===== config.mk =====
export PLATFORM = sky130hd
export DESIGN_NAME = output_buffer_fifo
export DESIGN_NICKNAME = d
export VERILOG_FILES = /design/src/rtl/output_buffer_fifo.sv
export SDC_FILE = /design/constraint.sdc
export NUM_CORES = 1
export LEC_CHECK = 0
export ABC_AREA = 1
export BUFFER_PORTS_ARGS = -buffer_cell sky130_fd_sc_hd__buf_2
export CAP_MARGIN = 20
export CORE_MARGIN = 3
export CORE_UTILIZATION = 56
export CTS_BUF_LIST = sky130_fd_sc_hd__clkbuf_4 sky130_fd_sc_hd__clkbuf_8 sky130_fd_sc_hd__clkbuf_16
export DETAILED_ROUTE_END_ITERATION = 10
export GPL_ROUTABILITY_DRIVEN = 0
export PLACE_DENSITY = 0.78
export SLEW_MARGIN = 20
export SYNTH_ARGS = -nofsm -noshare
export SYNTH_HDL_FRONTEND = slang
export SYNTH_SLANG_ARGS = --single-unit

===== constraint.sdc =====
create_clock -name aclk -period 3.3 [get_ports aclk]
set_input_delay 0.33 -clock aclk [delete_from_list [all_inputs] [get_ports aclk]]
set_output_delay 0.33 -clock aclk [all_outputs]
set_load 0.01 [all_outputs]

===== src/rtl/output_buffer_fifo.sv =====
// rtl/output_buffer_fifo.sv - elastic DEPTH-entry register FIFO output stage with level report
module output_buffer_fifo #(
    parameter int DATA_WIDTH  = 32,
    parameter int DEPTH       = 4,
    parameter int ALMOST_FULL = 3,
    parameter int READY_MODE  = 0
) (
    input  logic                    aclk,
    input  logic                    areset,
    input  logic [DATA_WIDTH-1:0]   in_data,
    input  logic                    in_valid,
    output logic                    in_ready,
    output logic [DATA_WIDTH-1:0]   out_data,
    output logic                    out_valid,
    input  logic                    out_ready,
    output logic [$clog2(DEPTH):0]  level,
    output logic                    almost_full
);

    localparam int ADDR_WIDTH  = $clog2(DEPTH);
    localparam int LEVEL_WIDTH = ADDR_WIDTH + 1;
    localparam logic [LEVEL_WIDTH-1:0] FULL_LEVEL = LEVEL_WIDTH'(DEPTH);
    localparam logic [LEVEL_WIDTH-1:0] AF_LEVEL   = LEVEL_WIDTH'(ALMOST_FULL);

    if ((DEPTH < 2) || ((DEPTH & (DEPTH - 1)) != 0)) begin : g_bad_depth
        $error("output_buffer_fifo: DEPTH must be a power of two and at least 2");
    end
    if ((ALMOST_FULL < 1) || (ALMOST_FULL > DEPTH)) begin : g_bad_almost_full
        $error("output_buffer_fifo: ALMOST_FULL must be in 1..DEPTH");
    end

    logic [DATA_WIDTH-1:0]  mem_q [DEPTH];
    logic [DATA_WIDTH-1:0]  mem_d [DEPTH];
    logic [ADDR_WIDTH-1:0]  wr_ptr_q, wr_ptr_d;
    logic [ADDR_WIDTH-1:0]  rd_ptr_q, rd_ptr_d;
    logic [LEVEL_WIDTH-1:0] level_q, level_d;
    logic                   rst_flag_q, rst_flag_d;

    logic full;
    logic empty;
    logic push;
    logic pop;

    assign full  = (level_q == FULL_LEVEL);
    assign empty = (level_q == '0);

    // Pass-through mode lets a full buffer accept into the slot being freed by the same-cycle pop.
    assign in_ready = (READY_MODE == 0) ? (~rst_flag_q & (~full | out_ready))
                                        : (~rst_flag_q & ~full);

    assign out_valid   = ~empty;
    assign out_data    = mem_q[rd_ptr_q];
    assign level       = level_q;
    assign almost_full = (level_q >= AF_LEVEL);

    assign push = in_valid & in_ready;
    assign pop  = out_valid & out_ready;

    always_comb begin
        mem_d      = mem_q;
        wr_ptr_d   = wr_ptr_q;
        rd_ptr_d   = rd_ptr_q;
        level_d    = level_q;
        rst_flag_d = 1'b0;

        if (push) begin
            mem_d[wr_ptr_q] = in_data;
            wr_ptr_d        = wr_ptr_q + ADDR_WIDTH'(1);
        end
        if (pop) begin
            rd_ptr_d = rd_ptr_q + ADDR_WIDTH'(1);
        end

        case ({push, pop})
            2'b10:   level_d = level_q + LEVEL_WIDTH'(1);
            2'b01:   level_d = level_q - LEVEL_WIDTH'(1);
            default: level_d = level_q;
        endcase
    end

    always_ff @(posedge aclk or posedge areset) begin
        if (areset) begin
            wr_ptr_q   <= '0;
            rd_ptr_q   <= '0;
            level_q    <= '0;
            rst_flag_q <= 1'b1;
        end else begin
            wr_ptr_q   <= wr_ptr_d;
            rd_ptr_q   <= rd_ptr_d;
            level_q    <= level_d;
            rst_flag_q <= rst_flag_d;
        end
    end

    // Storage is deliberately left out of reset; clearing the pointers discards its contents.
    always_ff @(posedge aclk) begin
        mem_q <= mem_d;
    end

endmodule

; ---- Word level (Yosys, flattened, before mapping)
; Cells that the tools add are included.
[word_totals]
register_bits = 136
out_inout_bits = 38
[op_classes]
n_addsub = 4
order_cmp = 4
n_eq_ne = 3
n_mux = 7
bitwise_logic = 9
n_reduce_logical = 3
[ops]
columns = operator, n
row1 = 128-bit bitwise mux, 1
row2 = 32-bit 2-to-1 mux, 3
row3 = 32-bit binary-select mux with 2-bit select, 1
row4 = 32-bit demux with 2-bit select, 1
row5 = 3-bit >= comparator (second input constant), 2
row6 = 2-bit inverter with 3-bit output, 2
row7 = 3-bit one-hot mux with 2 select lines, 1
row8 = 2-bit by 1-bit adder with 2-bit output (second input constant), 2
row9 = 3-bit by 1-bit adder with 3-bit output (second input constant), 1
row10 = 1-bit bitwise AND, 3
row11 = 3-bit == test (second input constant), 1
row12 = 3-bit by 2-bit >= comparator with 1-bit output (second input constant), 1
row13 = 3-bit zero test, 1
row14 = 3-bit by 1-bit < comparator with 1-bit output (second input constant), 1
row15 = 1-bit inverter, 3
row16 = 3-bit by 1-bit subtractor with 3-bit output (second input constant), 1
row17 = 2-bit by 1-bit == test with 1-bit output (second input constant), 1
row18 = 2-bit == test (second input constant), 1
row19 = 2-bit nonzero test, 1
row20 = 1-bit logical AND, 1
row21 = 1-bit bitwise OR, 1

; ---- Depth between registers and ports, before layout
[logic_depth]
ltp_word = 7
depth_mapped = 11
depth_no_buf = 11

; ---- Least setup slack after synthesis
; Ideal clock, no wire load.
[synth_timing]
path_kind = flip-flop to flip-flop
startpoint = register level_q[2] (netlist: level[2])
endpoint = register mem_q[0] in the netlist's numbering (enable)
arrival_time_ps = 2134
t_required_ps = 2879
path_slack_ps = 745
stages_incl_launch_ff = 6
path_cell_list = dfrtp_1 -> inv_2 -> nor2_1 -> nand2_1 -> nand3_2 -> nor2_1
[synth_via]
elab_chain_len = 5
[synth_rtl]
columns = item, line_no
row1 = from (decl), 36  ; logic [LEVEL_WIDTH-1:0] level_q, level_d;
row2 = from (signal assigned), 90  ; level_q <= level_d;
row3 = 3-bit == test, 44  ; assign full = (level_q == FULL_LEVEL);
row4 = 1-bit inverter, -
row5 = 1-bit bitwise OR, 48  ; assign in_ready = (READY_MODE == 0) ? (~rst_flag_q & (~full | out_ready))
row6 = 1-bit bitwise AND, 48
row7 = 1-bit bitwise AND, 56  ; assign push = in_valid & in_ready;
row8 = to (signal assigned), 97  ; mem_q <= mem_d;
row9 = to (decl), 32  ; logic [DATA_WIDTH-1:0] mem_q [DEPTH];
; No other way between the ends.
; A chain may end at the register's enable or synchronous reset.

; ---- Worst setup path in the final report
[layout_timing]
startpoint = register rd_ptr_q[0]
endpoint = output port out_data[18]
[layout_via]
elab_chain_len = 4
[layout_rtl]
columns = item, line_no
row1 = from (decl), 35  ; logic [ADDR_WIDTH-1:0] rd_ptr_q, rd_ptr_d;
row2 = from (signal assigned), 89  ; rd_ptr_q <= rd_ptr_d;
row3 = 2-bit inverter with 3-bit output (implied by the code), 52  ; assign out_data = mem_q[rd_ptr_q];
row4 = 32-bit binary-select mux with 2-bit select, 52
row5 = 32-bit 2-to-1 mux (implied by the code) (2 in series), 52
row6 = to (decl), 13  ; output logic [DATA_WIDTH-1:0] out_data,
; No other way between the ends. The select of a mux whose other input is x is not followed.

==> flow_metrics.tcl <==
set metrics [dict create \
    clock_path_buffers 2 \
    final_cell_mix "edfxtp_1, buf_2, nor2_1" \
    drt_iter0_drc 193 \
    antenna_found_initial 0 \
    grt_pass1_vias 3172 \
    synth.cell_area_mm2 0.005244 \
    holdWs_ps 31.98 \
    cts.sink_count 136 \
    fp.dieArea_mm2 0.01056 \
    cts_buffers 17 \
    cts_tree "yes" \
    grt_max_degree 66 \
    dp.final_hpwl_um 5676 \
    yosys_warnings 0 \
    start_util_pct 58.98 \
    drc 0 \
    rows 34 \
    cts_root_buffer "clkbuf_8" \
    finalNonFillerCells 570 \
    syn_inst 370 \
    worst_hold_path_type "input pin to flop" \
    fin_crit_ps 2531 \
    io_pins 74 \
    drt-wirelength-per-cell_um 17.37 \
    grt_overflow 0 \
    drt-total-wl_um 9903 \
    core_mm2 0.008891 \
    clk_latency_ps 510 \
    nets 492 \
    hold_viol 0 \
    cp.arrival_ps 2200 \
    critPathMaxFanout 33 \
    io_buffers 73 \
    fin_worst_skew_ps 8.694 \
    avgSynthCellArea_um2 14.17 \
    dp_cells 538 \
    p_leak_uw 0.002257 \
    postCtsResizedCells 0 \
    rsz0062_at_grt "no" \
    final_common_cell "edfxtp_1" \
    worst_ep_required_time_ps 2970 \
    drt.antenna.violating_nets 0 \
    outcome "finished clean" \
    synthDominantCellAreaShare_pct 73.30 \
    synthTopCellsByArea "edfxtp_1, nor2_1, o21ai_0" \
    timing.setup.tns_ps 0 \
    setup_viol 0 \
    fp.dieH_um 102.8 \
    dr.pass1.iters 4 \
    worstSetupPathType "flop to output pin" \
    max_slew_margin_pct 56.99 \
    crit_path_end_kind "output pin" \
    routed_via_density 5.607 \
    diodes 0 \
    areaGrowthSynthToFinish_pct 19.26 \
    cts_max_level 4 \
    finalCritPeriodShare_pct 76.70 \
    track_usage_pct 19.83 \
    worst_setup_path_start_kind "flop" \
    syn_nets 412 \
    die_w_um 102.8 \
    seq_area_frac_synth_pct 77.14 \
    max-vdd-ir-drop_v 0.0005814 \
    grt_first_pass_wirelength_um 15440 \
    yosys_register_bits 136 \
    maxCapViolations 0 \
    yosys.area.top_type "edfxtp_1" \
    vias 3196 \
    powerDensity_mw_per_mm2 893.7 \
    synth.distinct_cells 22 \
    layout-drive-gt1-share_pct 25.76 \
    cts.clk_slew.worst_paths_ps 60 \
    tightest_slew_ps 645.2 \
    slew_violations 0 \
    max_freq_ghz 0.3951 \
]
## timing repair
| action | CTS | global route |
|---|---|---|
| hold buffers | 1 | 0 |
| endpoints found under the hold margin | 7 | 0 |
| buffers inserted | 0 | 0 |
## cells in the mapped netlist
master / n
buf_2: 8
nand2_1: 11
conb_1: 1
xnor2_1: 2
dfrtp_1: 7
nand4_1: 2
edfxtp_1: 128
nor2_1: 70
buf_6: 7
xor2_1: 2
nand3_1: 1
dfstp_2: 1
o21ai_0: 43
clkbuf_1: 6
o22ai_1: 32
nand3_2: 1
inv_1: 14
a21oi_1: 1
fa_1: 1
inv_2: 3
o21ai_1: 24
ha_1: 5
## worst paths after layout
path                                   from           end  slack, ps  depth (start not counted)
min in group asynchronous            areset      level[1]        310                          3
worst max-delay path            rd_ptr_q[0]  out_data[18]        770                          5
worst max register to register     level[0]      level[2]       1220                          9
max in group asynchronous            areset    rst_flag_q       2700                          3
worst min-delay path            in_data[10]     mem_q[10]         30                          1
worst min register to register     level[0]      level[0]        540                          1
## metrics by stage
stage               utilization (%)  setup slack, ps  power, µW  cell area (µm²)
CTS                           70.33            770.2       5645             6254
finish                        70.33            769.0       5589             6254
global placement              64.04             1315       3865             5694
floorplan                         -            744.6       3360             5244
global route                  70.33            662.9       5910             6254
detailed placement            64.04             1223       3913             5694
## where the power goes
| part | switching (µW) | internal [µW] |
|---|---|---|
| sequential | 66.2 | 2090 |
| combinational | 1120 | 586 |
| clock | 665 | 1060 |
| total | 1860 | 3730 |
## flip-flops by register name, summed over array words and instances, names as in the netlist
name / count
mem_q: 128
level: 3
rd_ptr_q: 2
wr_ptr_q: 2
rst_flag_q: 1
## kinds of logic after synthesis
family                   share of synthesized area, %
flip-flops                                      77.14
AO/OA/AOI/OAI                                   10.31
AND/OR/NAND/NOR                                 6.323
buffers and inverters                           3.913
adder cells (fa/ha/maj)                         1.575
XOR/XNOR                                       0.6682
other                                         0.07151
## worst max-delay path, cell delays in order, from the launching register on
cell	delay [ps]
dfrtp_2	410
inv_2	430
buf_4	330
nor2_1	60
o22ai_1	260
buf_2	190
## area by class of cell
class / count / area (µm²)
inverter: 17 / 63.81
fill: 613 / 2638
sequential: 136 / 4046
clock buffer: 17 / 414.1
timing repair buffer: 82 / 435.4
tap: 108 / 135.1
clock inverter: 14 / 135.1
multi-input combinational: 196 / 1023
## layer usage
layer	vias up	share of wire, %	track usage [%]
li1	1523	-	-
met1	1557	41	24.29
met2	102	51	33.66
met3	14	6.6	5.548
met4	0	1.5	7.769
met5	-	0	0
Note: power is estimated with default switching activity, not from simulation.
